File: config.mk
export PLATFORM = sky130hd
export DESIGN_NAME = seg7_scan_decoder
export DESIGN_NICKNAME = d
export VERILOG_FILES = /design/src/rtl/seg7_pkg.sv /design/src/rtl/seg7_pattern_decode.sv /design/src/rtl/seg7_scan_decoder.sv
export SDC_FILE = /design/constraint.sdc
export NUM_CORES = 1
export LEC_CHECK = 0
export ABC_AREA = 0
export CAP_MARGIN = 10
export CELL_PAD_IN_SITES_DETAIL_PLACEMENT = 0
export CELL_PAD_IN_SITES_GLOBAL_PLACEMENT = 2
export CORE_UTILIZATION = 41
export CTS_CLUSTER_SIZE = 14
export DETAILED_ROUTE_END_ITERATION = 16
export GPL_TIMING_DRIVEN = 1
export PLACE_DENSITY = 0.84
export SYNTH_ARGS = -nofsm -noshare
export SYNTH_HDL_FRONTEND = slang
export SYNTH_SLANG_ARGS = --single-unit
File: constraint.sdc
create_clock -name clk -period 3.3 [get_ports clk]
set_clock_uncertainty 0.1 [all_clocks]
set_input_delay 0.66 -clock clk [delete_from_list [all_inputs] [get_ports clk]]
set_output_delay 0.66 -clock clk [all_outputs]
set_load 0.01 [all_outputs]
File: src/rtl/seg7_pkg.sv
// Shared constants for the 7-segment scan decoder: active-low patterns and codes.
// Hex entries A-F are only treated as legal when SEG7_HEX_DECODE_EN is defined.
package seg7_pkg;

   localparam logic [6:0] PAT_0 = 7'b1000000;
   localparam logic [6:0] PAT_1 = 7'b1111001;
   localparam logic [6:0] PAT_2 = 7'b0100100;
   localparam logic [6:0] PAT_3 = 7'b0110000;
   localparam logic [6:0] PAT_4 = 7'b0011001;
   localparam logic [6:0] PAT_5 = 7'b0010010;
   localparam logic [6:0] PAT_6 = 7'b0000010;
   localparam logic [6:0] PAT_7 = 7'b1111000;
   localparam logic [6:0] PAT_8 = 7'b0000000;
   localparam logic [6:0] PAT_9 = 7'b0010000;

   localparam logic [6:0] PAT_A = 7'b0001000;
   localparam logic [6:0] PAT_B = 7'b0000011;
   localparam logic [6:0] PAT_C = 7'b1000110;
   localparam logic [6:0] PAT_D = 7'b0100001;
   localparam logic [6:0] PAT_E = 7'b0000110;
   localparam logic [6:0] PAT_F = 7'b0001110;

   localparam logic [6:0] PAT_BLANK    = 7'b1111111;
   localparam logic [3:0] CODE_INVALID = 4'hF;

endpackage

File: src/rtl/seg7_pattern_decode.sv
// Combinational pattern-to-code lookup for one digit.
// Hex letters are decoded only when SEG7_HEX_DECODE_EN is defined.
module seg7_pattern_decode
   import seg7_pkg::*;
(
   input  logic [6:0] pat,
   output logic       legal,
   output logic [3:0] code
);

   always_comb begin
      legal = 1'b1;
      code  = CODE_INVALID;
      case (pat)
         PAT_0: code = 4'h0;
         PAT_1: code = 4'h1;
         PAT_2: code = 4'h2;
         PAT_3: code = 4'h3;
         PAT_4: code = 4'h4;
         PAT_5: code = 4'h5;
         PAT_6: code = 4'h6;
         PAT_7: code = 4'h7;
         PAT_8: code = 4'h8;
         PAT_9: code = 4'h9;
`ifdef SEG7_HEX_DECODE_EN
         PAT_A: code = 4'hA;
         PAT_B: code = 4'hB;
         PAT_C: code = 4'hC;
         PAT_D: code = 4'hD;
         PAT_E: code = 4'hE;
         PAT_F: code = 4'hF;
`endif
         default: begin
            legal = 1'b0;
            code  = CODE_INVALID;
         end
      endcase
   end

endmodule

File: src/rtl/seg7_scan_decoder.sv
// Observes a multiplexed 7-segment display and recovers a stable code per digit.
// Optional hex letters via SEG7_HEX_DECODE_EN (see seg7_pattern_decode).
module seg7_scan_decoder
   import seg7_pkg::*;
#(
   parameter int NUM_DIGITS = 6,
   parameter int STABLE_CNT = 4
) (
   input  logic                    clk,
   input  logic                    rst_n,
   input  logic [6:0]              seg_in,
   input  logic [NUM_DIGITS-1:0]   dig_en,
   input  logic                    sample_tick,
   input  logic                    err_clr,
   output logic [4*NUM_DIGITS-1:0] bcd_out,
   output logic [NUM_DIGITS-1:0]   digit_valid,
   output logic                    frame_done,
   output logic                    err_pattern,
   output logic                    err_sel
);

   localparam logic [3:0]            SAT = 4'(STABLE_CNT);
   localparam logic [NUM_DIGITS-1:0] ONE = NUM_DIGITS'(1);

   logic                  sel_ok;
   logic [NUM_DIGITS-1:0] commit;
   logic [NUM_DIGITS-1:0] bad;
   logic [NUM_DIGITS-1:0] done_mask;

   assign sel_ok = (dig_en != '0) && ((dig_en & (dig_en - ONE)) == '0);

   for (genvar i = 0; i < NUM_DIGITS; i++) begin : g_dig
      logic [6:0] last_pat;
      logic [3:0] stab_cnt;
      logic       pend;
      logic [3:0] bcd_r;
      logic       valid_r;
      logic       hit;
      logic       same;
      logic       legal;
      logic [3:0] code;

      assign hit  = sample_tick && sel_ok && dig_en[i];
      assign same = (seg_in == last_pat);

      // last_pat still holds the completed pattern on the commit edge
      seg7_pattern_decode u_dec (
         .pat   (last_pat),
         .legal (legal),
         .code  (code)
      );

      always_ff @(posedge clk or negedge rst_n) begin
         if (!rst_n) begin
            last_pat <= PAT_BLANK;
            stab_cnt <= 4'd0;
            pend     <= 1'b0;
            bcd_r    <= CODE_INVALID;
            valid_r  <= 1'b0;
         end else begin
            pend <= 1'b0;
            if (hit) begin
               if (same) begin
                  if (stab_cnt != SAT) begin
                     stab_cnt <= stab_cnt + 4'd1;
                     pend     <= (stab_cnt == SAT - 4'd1);
                  end
               end else begin
                  last_pat <= seg_in;
                  stab_cnt <= 4'd1;
                  pend     <= (SAT == 4'd1);
               end
            end
            if (pend) begin
               bcd_r   <= legal ? code : CODE_INVALID;
               valid_r <= legal;
            end
         end
      end

      assign bcd_out[4*i +: 4] = bcd_r;
      assign digit_valid[i]    = valid_r;
      assign commit[i]         = pend;
      assign bad[i]            = pend && !legal;
   end

   assign frame_done = &done_mask;

   always_ff @(posedge clk or negedge rst_n) begin
      if (!rst_n) begin
         done_mask   <= '0;
         err_pattern <= 1'b0;
         err_sel     <= 1'b0;
      end else begin
         done_mask <= (frame_done ? '0 : done_mask) | commit;
         // a new error event outranks a simultaneous clear
         if (|bad)
            err_pattern <= 1'b1;
         else if (err_clr)
            err_pattern <= 1'b0;
         if (sample_tick && !sel_ok)
            err_sel <= 1'b1;
         else if (err_clr)
            err_sel <= 1'b0;
      end
   end

endmodule

==> impl_metrics.ini <==
[route]
wl_um = 14900
drtIter0Drc = 350
dr_total_vias = 4902
drc_errors = 0
via_per_inst = 5.58
avgRoutedWirePerCell_um = 17.0
first_pass_iters = 4
ant_nets = 0

[worst_hold_path]
holdCritPathClass = in2async

[clock_network]
post_cts_resized = 0
cts_setup_buffers = 0
clk_latency_ns = 0.35
clock_path_buffers = 2
root_buffer = clkbuf_16
clk_pin_slew_ns = 0.07
cts.sinks = 110
htreeDepth = 3
cts_made_buffers = 9
cts_tree = done
cts_hold_buf = 0

[sta]
maxSlewHeadroom_pct = 53.8
tightestPinTransition_ns = 0.691
setup_ws_ns = 0.706
max_freq_mhz = 385
hold_viol_final = 0
setup_viol = 0
hold-worst-slack_ns = 0.229
rsz0062_at_grt = no
period_share_pct = 78.6
drv_slew = 0
setup_tns_ns = 0
fin_crit_ns = 2.59

[final_layout]
drive_gt1_share_pct = 19.4
fin_area_um2 = 7300
final_cells = 879
diodes = 0
fin_util_pct = 48.0
area_growth_pct = 14.2
final_nets = 715

[run]
drv_cap = 0

[global_routing]
grt_util_all_layers_pct = 19.6
grt_max_degree = 51
grt_pass1_vias = 4901
grt_pass1_wl_um = 24700
antenna_found_initial = 0
overflow = 0

[critical_path]
slowest_stage = clkdlybuf4s50_1
cp_cell_sequence = clkdlybuf4s50_1, buf_4, xor2_1, nor4_1, nand4_1, nor2_1, and3_1, a21oi_1
max_stage_delay_ns = 0.66
cp_num_buf_inv = 2
cp_max_fo = 7
crit_family = buffers and inverters
startpoint_type = primary input
cp_data_arrival_time_ns = 2.74
endpoint_kind = flop
critical_path_class = in2reg
required_ns = 3.44

[synthesis]
synth_area_leaders = dfstp_2 (27%), dfrtp_1 (17%), mux2_2 (4.2%)
yosys_register_bits = 110
yosys_warnings = 0
synth_edf_count = 0
postSynth.asyncResetShare_pct = 100
syn_area_per_cell_um2 = 9.70
ys.flop_type = dfstp_2
netlist.area_leader.share_pct = 27.1
yosysSeqAreaShare_pct = 44.4
ys_types = 67
synth_top_cell_by_area = dfstp_2
synth_nets = 688
netlist_area_um2 = 6390
synth_cells = 659

[pwr]
power.leakage_nw = 2.98
peakVddDrop_v = 0.000232
power_mw = 3.52
p_per_area_nw_per_um2 = 483

[place]
place_area_um2 = 7020
placedCellCount = 863
port_buffers = 49
post-place-ws_ns = 0.331
dp_hpwl_um = 10900
gp_congestion = 0.816

[floorplan]
fp.dieW_um = 127
placeableCoreArea_um2 = 15200
die_y_um = 127
dieArea_um2 = 16100
start_util_pct = 42.0
rows = 45
io_pins = 50

[status]
status = complete, no violations
==> cell usage after synthesis (5+ instances only) <==
| cell | count |
|---|---|
| a21o_1 | 10 |
| a21oi_1 | 37 |
| and2_1 | 9 |
| and3_1 | 7 |
| buf_1 | 5 |
| buf_2 | 17 |
| buf_4 | 7 |
| clkbuf_1 | 24 |
| dfrtp_1 | 44 |
| dfstp_2 | 66 |
| ha_1 | 12 |
| inv_1 | 28 |
| mux2_1 | 13 |
| mux2_2 | 24 |
| nand2_1 | 50 |
| nand2b_1 | 10 |
| nand3_1 | 19 |
| nand3b_1 | 10 |
| nand4_1 | 13 |
| nor2_1 | 44 |
| nor2b_1 | 9 |
| nor3_1 | 13 |
| nor3b_1 | 7 |
| nor4_1 | 11 |
| o21ai_0 | 19 |
| o21ai_1 | 6 |
| o22a_1 | 9 |
| o22ai_1 | 8 |
| xnor2_1 | 25 |
| xor2_1 | 24 |
==> worst paths after layout <==
check,endpoint,slack [ns],depth (start not counted),startpoint
setup / recovery,g_dig[3].stab_cnt[0]$_DFFE_PN0P_,0.71,8,seg_in[2]
hold / removal,g_dig[0].valid_r$_DFFE_PN0P_,0.23,1,rst_n
setup reg to reg,err_pattern$_DFFE_PN0P_,1.07,6,g_dig[3].last_pat[4]$_DFFE_PN1P_
hold reg to reg,g_dig[0].bcd_r[3]$_DFFE_PN1P_,0.37,2,g_dig[0].bcd_r[3]$_DFFE_PN1P_
max in group asynchronous,g_dig[1].bcd_r[2]$_DFFE_PN1P_,2.06,2,rst_n
min in group clk,g_dig[0].bcd_r[3]$_DFFE_PN1P_,0.37,2,g_dig[0].bcd_r[3]$_DFFE_PN1P_
==> layout make-up <==
cell class,instances,area (µm²)
fill,1440,7900
inverter,28,105
clock buffer,14,264
sequential,110,2840
tap,188,235
clock inverter,2,16.3
multi-input combinational,468,3200
timing repair buffer,69,638
==> kinds of logic after synthesis <==
kind of cell	share of synthesized area (%)
DFF	44.4
xor gates and xnor gates	6.71
adders and majority gates	2.35
AOI/OAI and AO/OA	14.4
and+or+nand+nor	19.5
buffers and inverters	5.50
muxes	7.15
==> state kept, by name (all words and copies together) (netlist names) <==
name / count
g_dig.last_pat: 42
g_dig.bcd_r: 24
g_dig.stab_cnt: 24
done_mask: 6
g_dig.pend: 6
g_dig.valid_r: 6
err_pattern: 1
err_sel: 1
==> power by group <==
part	internal [mW]	switching, mW	total, mW
clock	0.557	0.486	1.04
sequential	1.54	0.254	1.79
combinational	0.342	0.347	0.689
total	2.43	1.09	3.52
==> cells in the final DEF (no fill, tap or decap), types with 19 or more instances in the layout <==
master / count
a21oi_1: 37
buf_4: 21
clkdlybuf4s50_1: 48
dfrtp_1: 44
dfstp_2: 66
inv_1: 28
mux2_2: 24
nand2_1: 50
nand3_1: 19
nor2_1: 44
o21ai_0: 19
xnor2_1: 25
xor2_1: 24
==> metal layers <==
layer | track usage, % | vias up | wire length, µm
li1 | - | 2397 | -
met1 | 25.4 | 2436 | 7170
met2 | 33.8 | 55 | 7290
met3 | 2.19 | 14 | 228
met4 | 7.21 | 0 | 218
met5 | 0 | - | 0
==> worst reg2reg max path: cells and delay by family, from the launching register on <==
family             cells  cell delay, ns
AOI/OAI and AO/OA      3            0.92
DFF                    1            0.61
and+or+nand+nor        3            0.47
Power figures use the tool's default switching activity.
